==> src/rtl/uart_rx_word_assembler_if.sv <==
// Word-assembler stream bundle: the byte stream coming in from the UART
// receiver and the valid/ready word stream going out to the CPU loader.
// The slave modport is the assembler's view; the master modport is the
// view of whoever drives bytes in and consumes words.
interface uart_rx_word_assembler_if #(
  parameter int BYTES_PER_WORD = 2
);
  logic [7:0]                  rx_data;
  logic                        rx_done;
  logic [8*BYTES_PER_WORD-1:0] word_data;
  logic                        word_valid;
  logic                        word_ready;

  modport slave (
    input  rx_data,
    input  rx_done,
    input  word_ready,
    output word_data,
    output word_valid
  );

  modport master (
    output rx_data,
    output rx_done,
    output word_ready,
    input  word_data,
    input  word_valid
  );
endinterface

==> src/rtl/uart_rx_word_assembler.sv <==
// UART RX word assembler.
// Gathers BYTES_PER_WORD received bytes into one word, in MSB-first or
// LSB-first order, and queues finished words in a FIFO_DEPTH-entry FIFO.
// The CPU side takes words through a valid/ready handshake.
// Optional feature macro: RXWA_TIMEOUT_EN. When defined, a partial word
// that sees no new byte for TIMEOUT_CYCLES cycles is discarded and
// timeout_err pulses. When undefined, no timer exists and timeout_err is 0.
module uart_rx_word_assembler #(
  parameter int BYTES_PER_WORD = 2,
  parameter int MSB_FIRST      = 1,
  parameter int FIFO_DEPTH     = 4,
  parameter int TIMEOUT_CYCLES = 50000
) (
  input  logic                                clk,
  input  logic                                reset,
  input  logic                                clr,
  uart_rx_word_assembler_if.slave             bus,
  output logic                                overflow,
  output logic                                timeout_err,
  output logic [$clog2(BYTES_PER_WORD+1)-1:0] byte_idx,
  output logic [$clog2(FIFO_DEPTH+1)-1:0]     fifo_count
);

  localparam int W    = 8 * BYTES_PER_WORD;
  localparam int IDXW = $clog2(BYTES_PER_WORD + 1);
  localparam int CNTW = $clog2(FIFO_DEPTH + 1);
  localparam int PTRW = $clog2(FIFO_DEPTH);
  localparam logic [IDXW-1:0] LAST_IDX   = IDXW'(BYTES_PER_WORD - 1);
  localparam logic [CNTW-1:0] FULL_COUNT = CNTW'(FIFO_DEPTH);

  typedef enum logic [0:0] {
    IDLE,
    COLLECT
  } state_t;

  state_t          state, state_next;
  logic [IDXW-1:0] idx_q, idx_next;
  logic [W-1:0]    partial_q, partial_next;
  logic [W-1:0]    held, assembled;
  logic [W-1:0]    mem [FIFO_DEPTH];
  logic [PTRW-1:0] wr_ptr, rd_ptr;
  logic [CNTW-1:0] count_q;
  logic            capture, last_byte, full, pop, push_req, push_ok;
  logic            tmo_hit;
  int              lane;

  // Handshake qualifiers: clr blocks both byte capture and FIFO pop, and a
  // push into a full FIFO only goes through if the head leaves this cycle.
  always_comb begin
    capture   = bus.rx_done && !clr;
    last_byte = (idx_q == LAST_IDX);
    full      = (count_q == FULL_COUNT);
    pop       = (count_q != '0) && bus.word_ready && !clr;
    push_req  = capture && last_byte;
    push_ok   = push_req && (!full || pop);
  end

  // Places the incoming byte in its lane and merges it with the bytes held
  // so far, so a completing byte can be pushed without a holding cycle.
  always_comb begin
    lane = 0;
    if (MSB_FIRST != 0) begin
      lane = BYTES_PER_WORD - 1 - int'(idx_q);
    end else begin
      lane = int'(idx_q);
    end
    held      = (state == IDLE) ? '0 : partial_q;
    assembled = held | (W'(bus.rx_data) << (8 * lane));
  end

`ifdef RXWA_TIMEOUT_EN
  localparam int TW = $clog2(TIMEOUT_CYCLES + 1);
  logic [TW-1:0] timer_q;

  assign tmo_hit = (state == COLLECT) && !bus.rx_done && !clr &&
                   (timer_q == TW'(TIMEOUT_CYCLES - 1));

  // Inter-byte timer: runs only while a partial word is held and restarts
  // on every received byte, so an arriving byte always beats expiry.
  always_ff @(posedge clk or negedge reset) begin
    if (!reset) begin
      timer_q     <= '0;
      timeout_err <= 1'b0;
    end else begin
      timeout_err <= tmo_hit;
      if (state != COLLECT || bus.rx_done || clr || tmo_hit) begin
        timer_q <= '0;
      end else begin
        timer_q <= timer_q + 1'b1;
      end
    end
  end
`else
  assign tmo_hit     = 1'b0;
  assign timeout_err = 1'b0;
`endif

  // Assembler state register: current FSM state, byte count and held bytes.
  always_ff @(posedge clk or negedge reset) begin
    if (!reset) begin
      state     <= IDLE;
      idx_q     <= '0;
      partial_q <= '0;
    end else begin
      state     <= state_next;
      idx_q     <= idx_next;
      partial_q <= partial_next;
    end
  end

  // Next-state logic: clr wins, then a captured byte, then timeout. With a
  // single-byte word every capture completes, so the FSM never leaves IDLE.
  always_comb begin
    state_next   = state;
    idx_next     = idx_q;
    partial_next = partial_q;
    if (clr) begin
      state_next   = IDLE;
      idx_next     = '0;
      partial_next = '0;
    end else if (capture) begin
      if (last_byte) begin
        state_next   = IDLE;
        idx_next     = '0;
        partial_next = '0;
      end else begin
        state_next   = COLLECT;
        idx_next     = idx_q + 1'b1;
        partial_next = assembled;
      end
    end else if (tmo_hit) begin
      state_next   = IDLE;
      idx_next     = '0;
      partial_next = '0;
    end
  end

  // FIFO pointers, occupancy and the overflow pulse. Pushes and pops are
  // gated upstream, so the count never needs saturation.
  always_ff @(posedge clk or negedge reset) begin
    if (!reset) begin
      wr_ptr   <= '0;
      rd_ptr   <= '0;
      count_q  <= '0;
      overflow <= 1'b0;
    end else if (clr) begin
      wr_ptr   <= '0;
      rd_ptr   <= '0;
      count_q  <= '0;
      overflow <= 1'b0;
    end else begin
      overflow <= push_req && !push_ok;
      if (push_ok) begin
        wr_ptr <= wr_ptr + 1'b1;
      end
      if (pop) begin
        rd_ptr <= rd_ptr + 1'b1;
      end
      case ({push_ok, pop})
        2'b10:   count_q <= count_q + 1'b1;
        2'b01:   count_q <= count_q - 1'b1;
        default: count_q <= count_q;
      endcase
    end
  end

  // FIFO storage; contents need no reset because the head is masked while
  // the FIFO is empty.
  always_ff @(posedge clk) begin
    if (push_ok) begin
      mem[wr_ptr] <= assembled;
    end
  end

  assign bus.word_valid = (count_q != '0);
  assign bus.word_data  = (count_q != '0) ? mem[rd_ptr] : '0;
  assign byte_idx       = idx_q;
  assign fifo_count     = count_q;

endmodule

==> src/flat_wrapper.sv <==
// flat-port wrapper written by rule: the top's interface ports become plain ports
module uart_rx_word_assembler_flat 
#(
  parameter int BYTES_PER_WORD = 2,
  parameter int MSB_FIRST      = 1,
  parameter int FIFO_DEPTH     = 4,
  parameter int TIMEOUT_CYCLES = 50000
)
  (clk, reset, clr, overflow, timeout_err, byte_idx, fifo_count, bus_rx_data, bus_rx_done, bus_word_ready, bus_word_data, bus_word_valid);
  uart_rx_word_assembler_if #(.BYTES_PER_WORD(BYTES_PER_WORD)) bus_i ();
  input  logic clk;
  input  logic reset;
  input  logic clr;
  output logic overflow;
  output logic timeout_err;
  output logic [$clog2(BYTES_PER_WORD+1)-1:0] byte_idx;
  output logic [$clog2(FIFO_DEPTH+1)-1:0] fifo_count;
  input wire logic [$bits(bus_i.rx_data)-1:0] bus_rx_data;
  input wire logic [$bits(bus_i.rx_done)-1:0] bus_rx_done;
  input wire logic [$bits(bus_i.word_ready)-1:0] bus_word_ready;
  output wire logic [$bits(bus_i.word_data)-1:0] bus_word_data;
  output wire logic [$bits(bus_i.word_valid)-1:0] bus_word_valid;
  assign bus_i.rx_data = bus_rx_data;
  assign bus_i.rx_done = bus_rx_done;
  assign bus_i.word_ready = bus_word_ready;
  assign bus_word_data = bus_i.word_data;
  assign bus_word_valid = bus_i.word_valid;
  uart_rx_word_assembler #(.BYTES_PER_WORD(BYTES_PER_WORD), .MSB_FIRST(MSB_FIRST), .FIFO_DEPTH(FIFO_DEPTH), .TIMEOUT_CYCLES(TIMEOUT_CYCLES)) u_core (.clk(clk), .reset(reset), .clr(clr), .bus(bus_i), .overflow(overflow), .timeout_err(timeout_err), .byte_idx(byte_idx), .fifo_count(fifo_count));
endmodule
==> config.mk <==
export PLATFORM = sky130hd
export DESIGN_NAME = uart_rx_word_assembler_flat
export DESIGN_NICKNAME = d
export VERILOG_FILES = /design/src/rtl/uart_rx_word_assembler_if.sv /design/src/rtl/uart_rx_word_assembler.sv /design/src/flat_wrapper.sv
export SDC_FILE = /design/constraint.sdc
export NUM_CORES = 1
export LEC_CHECK = 0
export ABC_AREA = 1
export CAP_MARGIN = 20
export CORE_ASPECT_RATIO = 0.6
export CORE_UTILIZATION = 55
export DETAILED_ROUTE_END_ITERATION = 8
export PLACE_DENSITY = 0.8
export SLEW_MARGIN = 20
export SYNTH_ARGS = -nofsm -noshare
export SYNTH_HDL_FRONTEND = slang
export SYNTH_SLANG_ARGS = --single-unit
==> constraint.sdc <==
create_clock -name clk -period 2.4 [get_ports clk]
set_clock_uncertainty 0.2 [all_clocks]
set_input_delay 0.72 -clock clk [delete_from_list [all_inputs] [get_ports clk]]
set_output_delay 0.72 -clock clk [all_outputs]
set_load 0.05 [all_outputs]
==> flow_summary_export.csv <==
group,metric,value,unit
sta,rsz0062_at_grt,"yes",
detailed_routing,via_count,3088,
detailed_routing,wl,10.5,mm
worst_setup_path,crit_type,"flop to output port",
worst_setup_path,cpPeakStageDelay,410,ps
detailed_routing,drt_first_pass_iters,5,
cts,clk_path_buf_depth,2,
synth,synth-warning-count,0,
die,num_rows,23,
sta,fin_crit,2560,ps
synth,synth_top_area_share,49.2,%
worst_setup_path,cp_slowest_cell,"dfrtp_2",
cts,clock-root-buffer,"clkbuf_16",
die,core,6760,um2
synth,yosysSeqAreaShare,66.5,%
sta,slew_headroom,55.8,%
worst_setup_path,worstPathRequired,1480,ps
worst_setup_path,worstSetupStartpointType,"flop",
sta,worst_pin_slew,664,ps
sta,final_hold_viol_count,0,
placed_design,port_buffers,35,
synth,synthesis.area,3900,um2
worst_setup_path,cp_max_fo,12,
detailed_routing,viasPerCell,5.83,
synth,synthTopCellsByArea,"edfxtp_1, dfrtp_1, nor2_1",
die,die-area,7450,um2
worst_setup_path,critPathCaptureType,"output port",
worst_hold_path,hold_path_class,"flop to flop",
run,timing.max_cap.violations,0,
die,ios,37,
global_routing,grt_max_degree,28,
layout,final_nets,456,
layout,drive_gt1_share,38.4,%
die,die_w,111,um
layout,area_growth,38.2,%
sta,layout_setup_ws,-162,ps
global_routing,overflow,0,
cts,clk_pin_slew,70,ps
synth,synth_cell_type_count,31,
synth,synth_nets,379,
outcome,outcome,"finished with violations",
worst_setup_path,cp_data_arrival_time,1640,ps
outcome,violations,"negative setup slack",
synth,yosysTopAreaCell,"edfxtp_1",
synth,avgSynthCellArea,10.8,um2
cts,htreeDepth,3,
sta,max_freq,390,MHz
worst_setup_path,cp_cell_sequence,"buf_12 -> inv_4 -> clkbuf_16 -> o21ai_0 -> a21oi_2 -> buf_6",
die,initial_core_util,57.7,%
global_routing,grtUsageTotal,27.3,%
cts,cts.sinks,91,
sta,fin_crit_sh,107,%
cts,clkLatencyLatePin,340,ps
layout,antenna_cells,0,
global_routing,antenna_found_initial,0,
die,fp.dieH,67.3,um
global_routing,grt_pass1_wl,14.7,mm
sta,fin_setup_tns,-1980,ps
synth,ys_ff_latch,91,
detailed_routing,drt-initial-drc-count,343,
detailed_routing,drtAntennaViolNets,0,
detailed_routing,wl_per_cell,19.8,um
placed_design,gp_congestion,0.895,
sta,setup_viol,16,
power_and_ir_drop,total_power,6.00,mW
power_and_ir_drop,cellLeakagePower,2.09,nW
synth,syn-instance-count,361,
sta,finalMaxSlewViolations,0,
placed_design,dpl.hpwl,6.16,mm
power_and_ir_drop,power_density,1110,nW/um2
power_and_ir_drop,ir_worst_vdd,0.000844,V
detailed_routing,post-route-drc-count,0,
cts,cts_buffers,9,
cts,cts_tree,"built",
global_routing,grt_pass1_vias,2868,
-- layer usage --
metal  track usage (%)  part of all wire, %  wire, um
met5                 0                    0         0
met4              8.67                  2.2       226
met3              8.17                  8.7       909
met2              44.7                   48      5000
met1              35.9                   41      4350
-- layout make-up --
cell class                 count  area, um2
sequential                    91       2600
multi-input combinational    217       1390
fill                         365       1370
timing repair buffer          81        870
clock buffer                   9        225
inverter                      38        153
tap                           87        109
clock inverter                 7       52.6
-- power by group --
group          switching (mW)  internal, mW
registers              0.0367          1.75
clock network           0.615         0.709
logic                    1.80          1.09
total                    2.46          3.54
-- synthesized netlist by cell type --
master    count
a21oi_1      19
a21oi_2       2
a31oi_1       1
buf_1         1
buf_2         9
buf_4         1
buf_6         1
clkbuf_1      3
clkinv_1      2
clkinv_2      1
conb_1        1
dfrtp_1      27
edfxtp_1     64
fa_1          1
ha_1          4
inv_1        27
inv_2         7
inv_4         1
nand2_1      25
nand2_2       4
nand3_1       7
nand3_2       3
nand4_1       1
nor2_1       80
nor2_2        2
nor2_4        2
nor2_8        1
o21ai_0      43
o21ai_1       4
o21ai_2       1
o22ai_1      16
-- cell families after synthesis --
family | share of synthesized area [%]
other cells | 0.0960
compound gates | 11.9
fa+ha+maj | 1.79
buf+inv | 5.77
simple gates | 14.0
flops | 66.5
-- repair_timing --
| item | 4_1_cts | 5_1_grt |
|---|---|---|
| hold buffers | 0 | 0 |
| setup endpoints to repair | 17 | 18 |
| cloned | 1 | 4 |
| pin swaps | 4 | 17 |
| buffers inserted | 6 | 4 |
| gates resized for setup | 46 | 59 |
-- path summary, 6_finish.rpt --
path                                                  start                                to  slack, ps  depth (start not counted)
min in group asynchronous                             reset  u_core.fifo_count[0]$_DFFE_PN0P_        550                          2
setup / recovery               u_core.rd_ptr[0]$_DFFE_PN0P_                  bus_word_data[2]       -160                          6
hold reg to reg             u_core.partial_q[3]$_DFFE_PN0P_   u_core.partial_q[3]$_DFFE_PN0P_        300                          2
max in group asynchronous                             reset  u_core.fifo_count[2]$_DFFE_PN0P_       1170                          2
hold / removal              u_core.partial_q[3]$_DFFE_PN0P_   u_core.partial_q[3]$_DFFE_PN0P_        300                          2
setup reg to reg           u_core.fifo_count[0]$_DFFE_PN0P_  u_core.fifo_count[2]$_DFFE_PN0P_        200                         12
-- worst max-delay path, delay by kind of cell, from the launching register on --
| family | cells | cell delay [ps] |
|---|---|---|
| flip-flops | 1 | 410 |
| AO/OA/AOI/OAI | 2 | 280 |
| buffers and inverters | 4 | 590 |
-- cell usage in the layout (no fill, tap or decap), drive strengths merged --
cell and n:
dlygate4sd2 1, ha 4, clkinv 7, clkdlybuf4s50 10, nand3 10, buf 66
inv 36, edfxtp 64, a31oi 1, clkbuf 11, conb 1, nand2 29
fa 1, o22ai 16, nand4 1, a21oi 21, dfrtp 27, clkinvlp 2
o21ai 48, nor2 85, dlymetal6s2s 2
-- metrics by stage --
step	cells	setup WS [ps]	cell area (um2)	utilization, %	hold slack, ps
after detailed placement	499	-444	4700	69.5	286
after global routing	530	-225	5400	79.8	338
after CTS	522	-156	5140	76.0	303
after global placement	499	-316	4700	69.5	268
final	530	-162	5400	79.8	300
after floorplan	361	-107	4080	-	224
-- sequential cells by signal (all words and copies together) (netlist names) --
| signal | count |
|---|---|
| u_core.partial_q | 16 |
| u_core.wr_ptr | 2 |
| u_core.overflow | 1 |
| u_core.fifo_count | 3 |
| u_core.rd_ptr | 2 |
| u_core.state | 1 |
| u_core.mem | 64 |
| u_core.byte_idx | 2 |
(Power assumes the default switching activity.)
